File: src/rtl/pipeline_ctrl_pkg.sv
// Shared types and helpers for the 5-stage pipeline hazard controller.
package pipeline_pkg;

    localparam int unsigned REG_W = 5;

    typedef enum logic [1:0] {
        FWD_RF = 2'b00,
        FWD_W  = 2'b01,
        FWD_M  = 2'b10
    } fwd_sel_t;

    typedef enum logic {
        MS_IDLE = 1'b0,
        MS_WAIT = 1'b1
    } mem_state_t;

    // x0 is hardwired to zero, so it never produces a dependency.
    function automatic logic reg_match(input logic [REG_W-1:0] rd,
                                       input logic [REG_W-1:0] rs);
        return (rd != '0) && (rd == rs);
    endfunction

endpackage

File: src/rtl/pipeline_ctrl_fwd_sel.sv
// EX-stage operand forwarding select for one source register; M beats W.
module fwd_sel
    import pipeline_pkg::*;
(
    input  logic [REG_W-1:0] i_rs,
    input  logic [REG_W-1:0] i_rd_m,
    input  logic [REG_W-1:0] i_rd_w,
    input  logic             i_reg_write_m,
    input  logic             i_reg_write_w,
    output fwd_sel_t         o_sel
);

    always_comb begin
        o_sel = FWD_RF;
        if (i_reg_write_m && reg_match(i_rd_m, i_rs)) begin
            o_sel = FWD_M;
        end else if (i_reg_write_w && reg_match(i_rd_w, i_rs)) begin
            o_sel = FWD_W;
        end
    end

endmodule

File: src/rtl/pipeline_ctrl.sv
// Hazard/sequencing controller: forwarding, load-use stall, and a MEM-stage
// wait FSM with timeout for multi-cycle data memory.
module pipeline_ctrl
    import pipeline_pkg::*;
#(
    parameter int unsigned MEM_TIMEOUT = 16,
    parameter int unsigned CNT_WIDTH   = 32
) (
    input  logic                 clk,
    input  logic                 rst,
    input  logic [4:0]           Rs1D,
    input  logic [4:0]           Rs2D,
    input  logic [4:0]           Rs1E,
    input  logic [4:0]           Rs2E,
    input  logic [4:0]           RdE,
    input  logic [4:0]           RdM,
    input  logic [4:0]           RdW,
    input  logic                 RegWriteM,
    input  logic                 RegWriteW,
    input  logic                 ResultSrcE0,
    input  logic                 PCSrcE,
    input  logic                 MemReqM,
    input  logic                 MemReadyM,
    output logic [1:0]           ForwardAE,
    output logic [1:0]           ForwardBE,
    output logic                 StallF,
    output logic                 StallD,
    output logic                 StallE,
    output logic                 StallM,
    output logic                 FlushD,
    output logic                 FlushE,
    output logic                 FlushW,
    output logic                 MemErr,
    output logic [CNT_WIDTH-1:0] StallCount
);

    localparam int unsigned TMO_W = $clog2(MEM_TIMEOUT + 1);

    fwd_sel_t         w_fwd_a;
    fwd_sel_t         w_fwd_b;
    logic             w_lw_stall;
    logic             w_mem_stall;
    logic             w_err_set;
    logic             w_mem_done;
    mem_state_t       r_state;
    mem_state_t       w_state_next;
    logic [TMO_W-1:0] r_tmo;
    logic [TMO_W-1:0] w_tmo_next;
    logic             r_mem_err;
    logic [CNT_WIDTH-1:0] r_stall_cnt;

    fwd_sel u_fwd_a (
        .i_rs          (Rs1E),
        .i_rd_m        (RdM),
        .i_rd_w        (RdW),
        .i_reg_write_m (RegWriteM),
        .i_reg_write_w (RegWriteW),
        .o_sel         (w_fwd_a)
    );

    fwd_sel u_fwd_b (
        .i_rs          (Rs2E),
        .i_rd_m        (RdM),
        .i_rd_w        (RdW),
        .i_reg_write_m (RegWriteM),
        .i_reg_write_w (RegWriteW),
        .o_sel         (w_fwd_b)
    );

    assign w_lw_stall = ResultSrcE0 && (reg_match(RdE, Rs1D) || reg_match(RdE, Rs2D));

    // A request withdrawn mid-wait is released like a completed access.
    assign w_mem_done = MemReadyM || !MemReqM;

    always_comb begin
        w_state_next = r_state;
        w_tmo_next   = r_tmo;
        w_mem_stall  = 1'b0;
        w_err_set    = 1'b0;
        case (r_state)
            MS_IDLE: begin
                if (MemReqM && !MemReadyM) begin
                    w_mem_stall  = 1'b1;
                    w_state_next = MS_WAIT;
                    w_tmo_next   = TMO_W'(1);
                end
            end
            MS_WAIT: begin
                if (w_mem_done) begin
                    w_state_next = MS_IDLE;
                    w_tmo_next   = '0;
                end else if (r_tmo == TMO_W'(MEM_TIMEOUT)) begin
                    w_err_set    = 1'b1;
                    w_state_next = MS_IDLE;
                    w_tmo_next   = '0;
                end else begin
                    w_mem_stall  = 1'b1;
                    w_tmo_next   = r_tmo + 1'b1;
                end
            end
            default: begin
                w_state_next = MS_IDLE;
                w_tmo_next   = '0;
            end
        endcase
    end

    always_ff @(posedge clk) begin
        if (rst) begin
            r_state     <= MS_IDLE;
            r_tmo       <= '0;
            r_mem_err   <= 1'b0;
            r_stall_cnt <= '0;
        end else begin
            r_state <= w_state_next;
            r_tmo   <= w_tmo_next;
            if (w_err_set) begin
                r_mem_err <= 1'b1;
            end
            if (StallF) begin
                r_stall_cnt <= r_stall_cnt + 1'b1;
            end
        end
    end

    // A memory stall freezes E, so a taken branch there waits for the release.
    assign StallM     = w_mem_stall;
    assign StallE     = w_mem_stall;
    assign StallF     = w_mem_stall | w_lw_stall;
    assign StallD     = w_mem_stall | w_lw_stall;
    assign FlushW     = w_mem_stall;
    assign FlushE     = (w_lw_stall | PCSrcE) & ~w_mem_stall;
    assign FlushD     = PCSrcE & ~w_mem_stall;
    assign ForwardAE  = w_fwd_a;
    assign ForwardBE  = w_fwd_b;
    assign MemErr     = r_mem_err;
    assign StallCount = r_stall_cnt;

endmodule
File: config.mk
export PLATFORM = sky130hd
export DESIGN_NAME = pipeline_ctrl
export DESIGN_NICKNAME = d
export VERILOG_FILES = /design/src/rtl/pipeline_ctrl_pkg.sv /design/src/rtl/pipeline_ctrl_fwd_sel.sv /design/src/rtl/pipeline_ctrl.sv
export SDC_FILE = /design/constraint.sdc
export NUM_CORES = 1
export LEC_CHECK = 0
export ABC_AREA = 1
export CAP_MARGIN = 15
export CORE_ASPECT_RATIO = 0.75
export CORE_MARGIN = 1
export CORE_UTILIZATION = 41
export CTS_CLUSTER_SIZE = 16
export DETAILED_ROUTE_END_ITERATION = 7
export GPL_ROUTABILITY_DRIVEN = 0
export PLACE_DENSITY = 0.68
export RECOVER_POWER = 25
export SYNTH_ARGS = -nofsm -noshare
export SYNTH_HDL_FRONTEND = slang
export SYNTH_SLANG_ARGS = --single-unit
File: constraint.sdc
create_clock -name clk -period 3.3 [get_ports clk]
set_clock_uncertainty 0.15 [all_clocks]
set_input_delay 0.495 -clock clk [delete_from_list [all_inputs] [get_ports clk]]
set_output_delay 0.495 -clock clk [all_outputs]
set_load 0.005 [all_outputs]
# [Yosys cells after proc, flatten, opt, wreduce, memory -nomap -nowiden]
# Index checks and enable logic that the tools add are counted.
[word_totals] reg_bits=39 latchBits=0 ramBits=0 mem_bits_ro=0 input_bits=43 output_inout_bits=44 word_cells=54 memories=0
[classes] addsub=2 multipliers=0 n_div=0 order_cmp=0 eq_ne=8 shifts=0 n_mux=15 bitwise_logic=6 reduce_logical=19
[ops] cell="$add 32x1->32 const B" count=1
[ops] cell="$eq 5x5->1" count=6
[ops] cell="$mux 5" count=3
[ops] cell="$reduce_bool 5->1" count=3
[ops] cell="$logic_and 1x1->1" count=12
[ops] cell="$pmux 5 s2" count=1
[ops] cell="$mux 1" count=8
[ops] cell="$add 5x1->5 const B" count=1
[ops] cell="$eq 5x5->1 const B" count=1
[ops] cell="$mux 2" count=2
[ops] cell="$and 1x1->1" count=2
[ops] cell="$logic_not 1->1" count=2
[ops] cell="$logic_or 1x1->1" count=2
[ops] cell="$ne 2x2->1 const B" count=1
[ops] cell="$not 1->1" count=2
[ops] cell="$or 1x1->1" count=2
[ops] cell="$pmux 1 s2" count=1

# [Depth between registers and ports, before layout]
[depth] word_depth=6 depth_mapped=12

# [Cells and area by module]
# A second synthesis with hierarchy kept.
[unflattened] hier_cells=612 area_unflattened_um2=3367.0
[modules_own_cells] mod="pipeline_ctrl" instances=1 cells_each=502 area_per_inst_um2=2931.6 seq_area_each_um2=780.7
[modules_own_cells] mod="fwd_sel" instances=2 cells_each=55 area_per_inst_um2=217.7 seq_area_each_um2=0.0

# [Worst setup path before layout]
# No wires, ideal clock.
[synth_path] path_kind="register -> output" from="register r_tmo[0]" to="output port FlushE" t_arrival_ns=1.389 slack_ns=1.266 stages_incl_launch_ff=11 path_cell_list="dfxtp_1 > inv_1 > ha_1 > nand2_1 > nor3_2 > nand2_1 > nand2_2 > buf_6 > buf_6 > inv_1 > a21oi_1"
[synth_between] elab_chain_len=6
[synth_rtl] element="start: declaration" line_no="pipeline_ctrl.sv:47" text="logic [TMO_W-1:0] r_tmo;"
[synth_rtl] element="start signal: assignment" line_no="pipeline_ctrl.sv:116" text="r_tmo <= w_tmo_next;"
[synth_rtl] element="$eq 5x5->1" line_no="pipeline_ctrl.sv:92" text="end else if (r_tmo == TMO_W'(MEM_TIMEOUT)) begin"
[synth_rtl] element="$mux 1" line_no="pipeline_ctrl.sv:92"
[synth_rtl] element="$mux 1" line_no="pipeline_ctrl.sv:89" text="if (w_mem_done) begin"
[synth_rtl] element="$pmux 1 s2" line_no="pipeline_ctrl.sv:80" text="case (r_state)"
[synth_rtl] element="net FlushW" line_no="pipeline_ctrl.sv:32" text="output logic FlushW,"
[synth_rtl] element="$not 1->1" line_no="pipeline_ctrl.sv:132" text="assign FlushE = (w_lw_stall | PCSrcE) & ~w_mem_stall;"
[synth_rtl] element="$and 1x1->1" line_no="pipeline_ctrl.sv:132"
[synth_rtl] element="end: declaration" line_no="pipeline_ctrl.sv:31" text="output logic FlushE,"
# The timed path passes the listed nets, and every way through them passes these cells.

# [Worst setup path in the final report]
[layout_path] from="input port RdW[1]" to="output port ForwardAE[0]"
[layout_between] elab_chain_len=5 elab_cells_between_ends=6 cone_classes="eq/ne: 1; mux: 2; reduce/logical: 3"
[layout_rtl] element="start: declaration" line_no="pipeline_ctrl.sv:17" text="input logic [4:0] RdW,"
[layout_rtl] element="$eq 5x5->1 or $reduce_bool 5->1 (tied branches)" line_no="pipeline_ctrl_pkg.sv:20" text="return (rd != '0) && (rd == rs);"
[layout_rtl] element="$logic_and 1x1->1 (*)" line_no="pipeline_ctrl_pkg.sv:20"
[layout_rtl] element="$logic_and 1x1->1 (*)" line_no="pipeline_ctrl_fwd_sel.sv:17" text="end else if (i_reg_write_w && reg_match(i_rd_w, i_rs)) begin"
[layout_rtl] element="$mux 1 (*)" line_no="pipeline_ctrl_fwd_sel.sv:17"
[layout_rtl] element="$mux 2 (*)" line_no="pipeline_ctrl_fwd_sel.sv:15" text="if (i_reg_write_m && reg_match(i_rd_m, i_rs)) begin"
[layout_rtl] element="end: declaration" line_no="pipeline_ctrl.sv:24" text="output logic [1:0] ForwardAE,"
# Mark *: on every way between the ends. The rest lies on a longest branch, timed or not.

==> results.md <==
- Synth Area in Compound Gates: 8.40%
- First-pass GRT wire length: approximately 16000 um
- Ratio of cells with drive above 1 in the final layout: 6.50%
- Pre-antenna DRT Iters: 6
- Most frequent cells in the layout: 174 x nand2_1, 93 x nor2_1, 71 x clkdlybuf4s50_1
- Status: finished clean
- Placed cells: about 720
- Mean post-synth cell area: approximately 6 um2
- Worst rel slew slack: 52.8%
- Vias/cell: 5.00
- Hold/Removal Path Class: reg -> reg
- Starting Density: 43.3%
- Setup crit start kind: primary input
- Critical path fanouts, max: 4
- Clk buf depth: 2
- Core Area: 0.00750 mm2
- Port bufs: 86
- Synth Flop Type: dfxtp_1
- Critical path data arrival time: 2.29 ns
- Gate Count Post-Synth: between 500 and 600
- Area grow syn2layout: 29.9%
- Critical-path cell list: clkdlybuf4s50_1 > inv_1 > a21boi_0 > o211ai_1 > nor3_1 > nand4_1 > nor2_1 > clkdlybuf4s50_1
- Clk Latency, worst-skew pair: 0.31 ns
- WHS Path Cells: 2
- Fmax: ~0.34 GHz
- Cells on worst reg2reg path: 10
- RSZ-0062 raised after global routing: no
- IO Pins: 87
- PwrDens: ~320 mW/mm2
- DR iter-0 viols: 201
- Post-CTS resize count: 0
- Max incr delay on CP: 0.53 ns
- Row count: 27
- Required @ worst endpoint: roughly 2.7 ns
- ANT cells: 0
- Reg-to-reg endpoint: StallCount[27]$_SDFFE_PP0P_
- TritonCTS Buffers: 5
- Die Wd: 105 um
- Die area: 0.00829 mm2
- Clk sinks: 39
- Largest net degree at the start of global routing: 66
- Min Hold Slack: 0.336 ns
- WS Path Type: in -> out
- Tightest Pin Transition: slightly above 0.7 ns
- WL final: 9430 um
- Multiplexer share of the synthesized area: 0%
- Setup TNS: 0 ns
- Area leader, netlist: dfxtp_1
- Synth Warn #: 0
- Leakage power: 1.90 nW
- Origin of the critical flop-to-flop path: r_tmo[0]$_SDFFE_PP0P_
- GRT overflow: 0
- Vias: ~3700
- Min Tclk post-route: roughly 2.9 ns
- Synth top area share: around 24%
- Total track usage: a little under a quarter
- Worst VDD drop: 0.158 mV
- Initial antenna violation count: 0
- Fin. max-slew vios: 0
- H-tree depth: 2
- Slowest stage cell, crit path: clkdlybuf4s50_1
- Post-Place Setup Slack: 0.394 ns
- Syn Nets: 600
- CP Buf/Inv Count: 3
- Post-CTS Setup Bufs: 0
- Largest family of logic cells by synthesized area: simple AND/OR/NAND/NOR gates
- Final WS setup: 0.366 ns
- CP top delay family: buffers and inverters
- # DRC: 0
- Vias in the first global route: 3416
- Crit share post-route: 88.9%
- Final setup viols: 0
- Synth unique cells: 30
- Post-Layout Cell Count: 732
- Worst Hold Launch: MemErr$_SDFFE_PP0P_
- Simple-gate share of the synthesized area: between 40% and 50%
- Area share of fa/ha/maj cells after synthesis: 1.16%
- Cts hold-fix bufs: 0
- Die Height: 79.1 um
- Post-synthesis sequential area ratio: 24.0%
- Number of synthesized flops with an enable pin: 0
- Clk root buf: clkbuf_8
- TritonCTS clock tree: yes
- Yosys reg bits: 39
- Largest cells by area after synthesis: dfxtp_1 24%, nand2_1 20%, nor2_1 11%
- Antenna viol nets, final: 0
- Max cap viols: 0
- Most frequent CP cell: clkdlybuf4s50_1
- Worst reg2reg setup slack: between 1 and 1.5 ns
- Total chip power: 0.00135 W
- Asr flop ratio synth: 0%
- Min-Delay Endpoint: MemErr$_SDFFE_PP0P_
- Clock-pin slew on the worst setup and hold paths: roughly 0.08 ns
- Per-cell routed wire length: 12.9 um
- Final hold vios: 0
- Hpwl dp: 7130 um
- Critical Path End Type: output port
- Commonest non-fill, non-tap cell in the layout: nand2_1
- Nets@finish: 676
- Mapped cell area: 0.00325 mm2
- Post-Synth XOR/XNOR Area: 8.09%
## tightest hold or removal path, delay by kind of cell (launching register included)
kind,cells,cell delay (ns)
DFF,1,0.34
AOI/OAI and AO/OA,1,0.04
and+or+nand+nor,1,0.07
## worst max-delay path by stage
stage | cells after the start | to | slack (ns) | from
2_1_floorplan | 10 | FlushE | 1.27 | r_tmo[0]$_SDFFE_PP0P_
3_3_place_gp | 8 | ForwardBE[0] | 0.45 | Rs2E[1]
3_5_place_dp | 8 | ForwardAE[0] | 0.39 | RdW[1]
4_1_cts | 8 | ForwardAE[0] | 0.39 | RdW[1]
5_1_grt | 8 | ForwardAE[0] | 0.22 | RdW[1]
6_report | 8 | ForwardAE[0] | 0.37 | RdW[1]
## synthesized netlist by cell type (2+ instances only)
| master | instances |
|---|---|
| inv_2 | 6 |
| o2111ai_1 | 2 |
| nand2_1 | 174 |
| nor2_4 | 3 |
| o21ai_0 | 4 |
| a21oi_1 | 38 |
| nor3_1 | 4 |
| clkbuf_1 | 3 |
| nand4_1 | 4 |
| nand3_2 | 11 |
| a21boi_0 | 2 |
| nor4_1 | 2 |
| buf_6 | 7 |
| xor2_1 | 20 |
| nor2_2 | 3 |
| xnor2_1 | 10 |
| o211ai_1 | 2 |
| nor2_1 | 93 |
| dfxtp_1 | 39 |
| ha_1 | 3 |
| buf_2 | 4 |
| inv_1 | 62 |
| buf_4 | 6 |
| nand3_1 | 42 |
| nand2_2 | 5 |
## flip-flops by register name, indices dropped and copies added (netlist names)
name and count:
r_state 1, MemErr 1, StallCount 32, r_tmo 5
## area by class of cell
class                           instances  area [um2]
Fill cell                             761        3280
Multi-Input combinational cell        426        2050
Timing Repair Buffer                   89         883
Sequential cell                        39         781
Inverter                               69         259
Tap cell                              101         126
Clock buffer                            6        82.6
Clock inverter                          2        35.0
## stage by stage
stage	cell area (um2)	utilization, %
after floorplan	3250	-
after global placement	4100	54.7
after detailed placement	4100	54.7
after CTS	4220	56.3
after global routing	4220	56.3
final	4220	56.3
## metal layers
layer	up-vias	global-route usage, %	part of all wire, %
li1	1881	-	-
met3	8	4.43	6.2
met1	1665	32.2	49
met2	107	39.5	44
met5	-	0	0
met4	0	6.06	0.77
## kinds of logic (layout without fill, tap and decap cells)
group           after synthesis  count (layout)
simple gates                343             343
compound gates               50              50
flops                        39              39
fa+ha+maj                     3               3
buf+inv                      89             166
xor+xnor                     30              30
## report_power, final
part | internal, W | leakage (nW) | switching [W]
combinational | 0.000188 | 1.52 | 0.000172
clock | 0.000245 | 0.0612 | 0.000192
sequential | 0.000506 | 0.321 | 0.0000503
total | 0.000939 | 1.90 | 0.000414
Note: power is estimated with default switching activity, not from simulation.
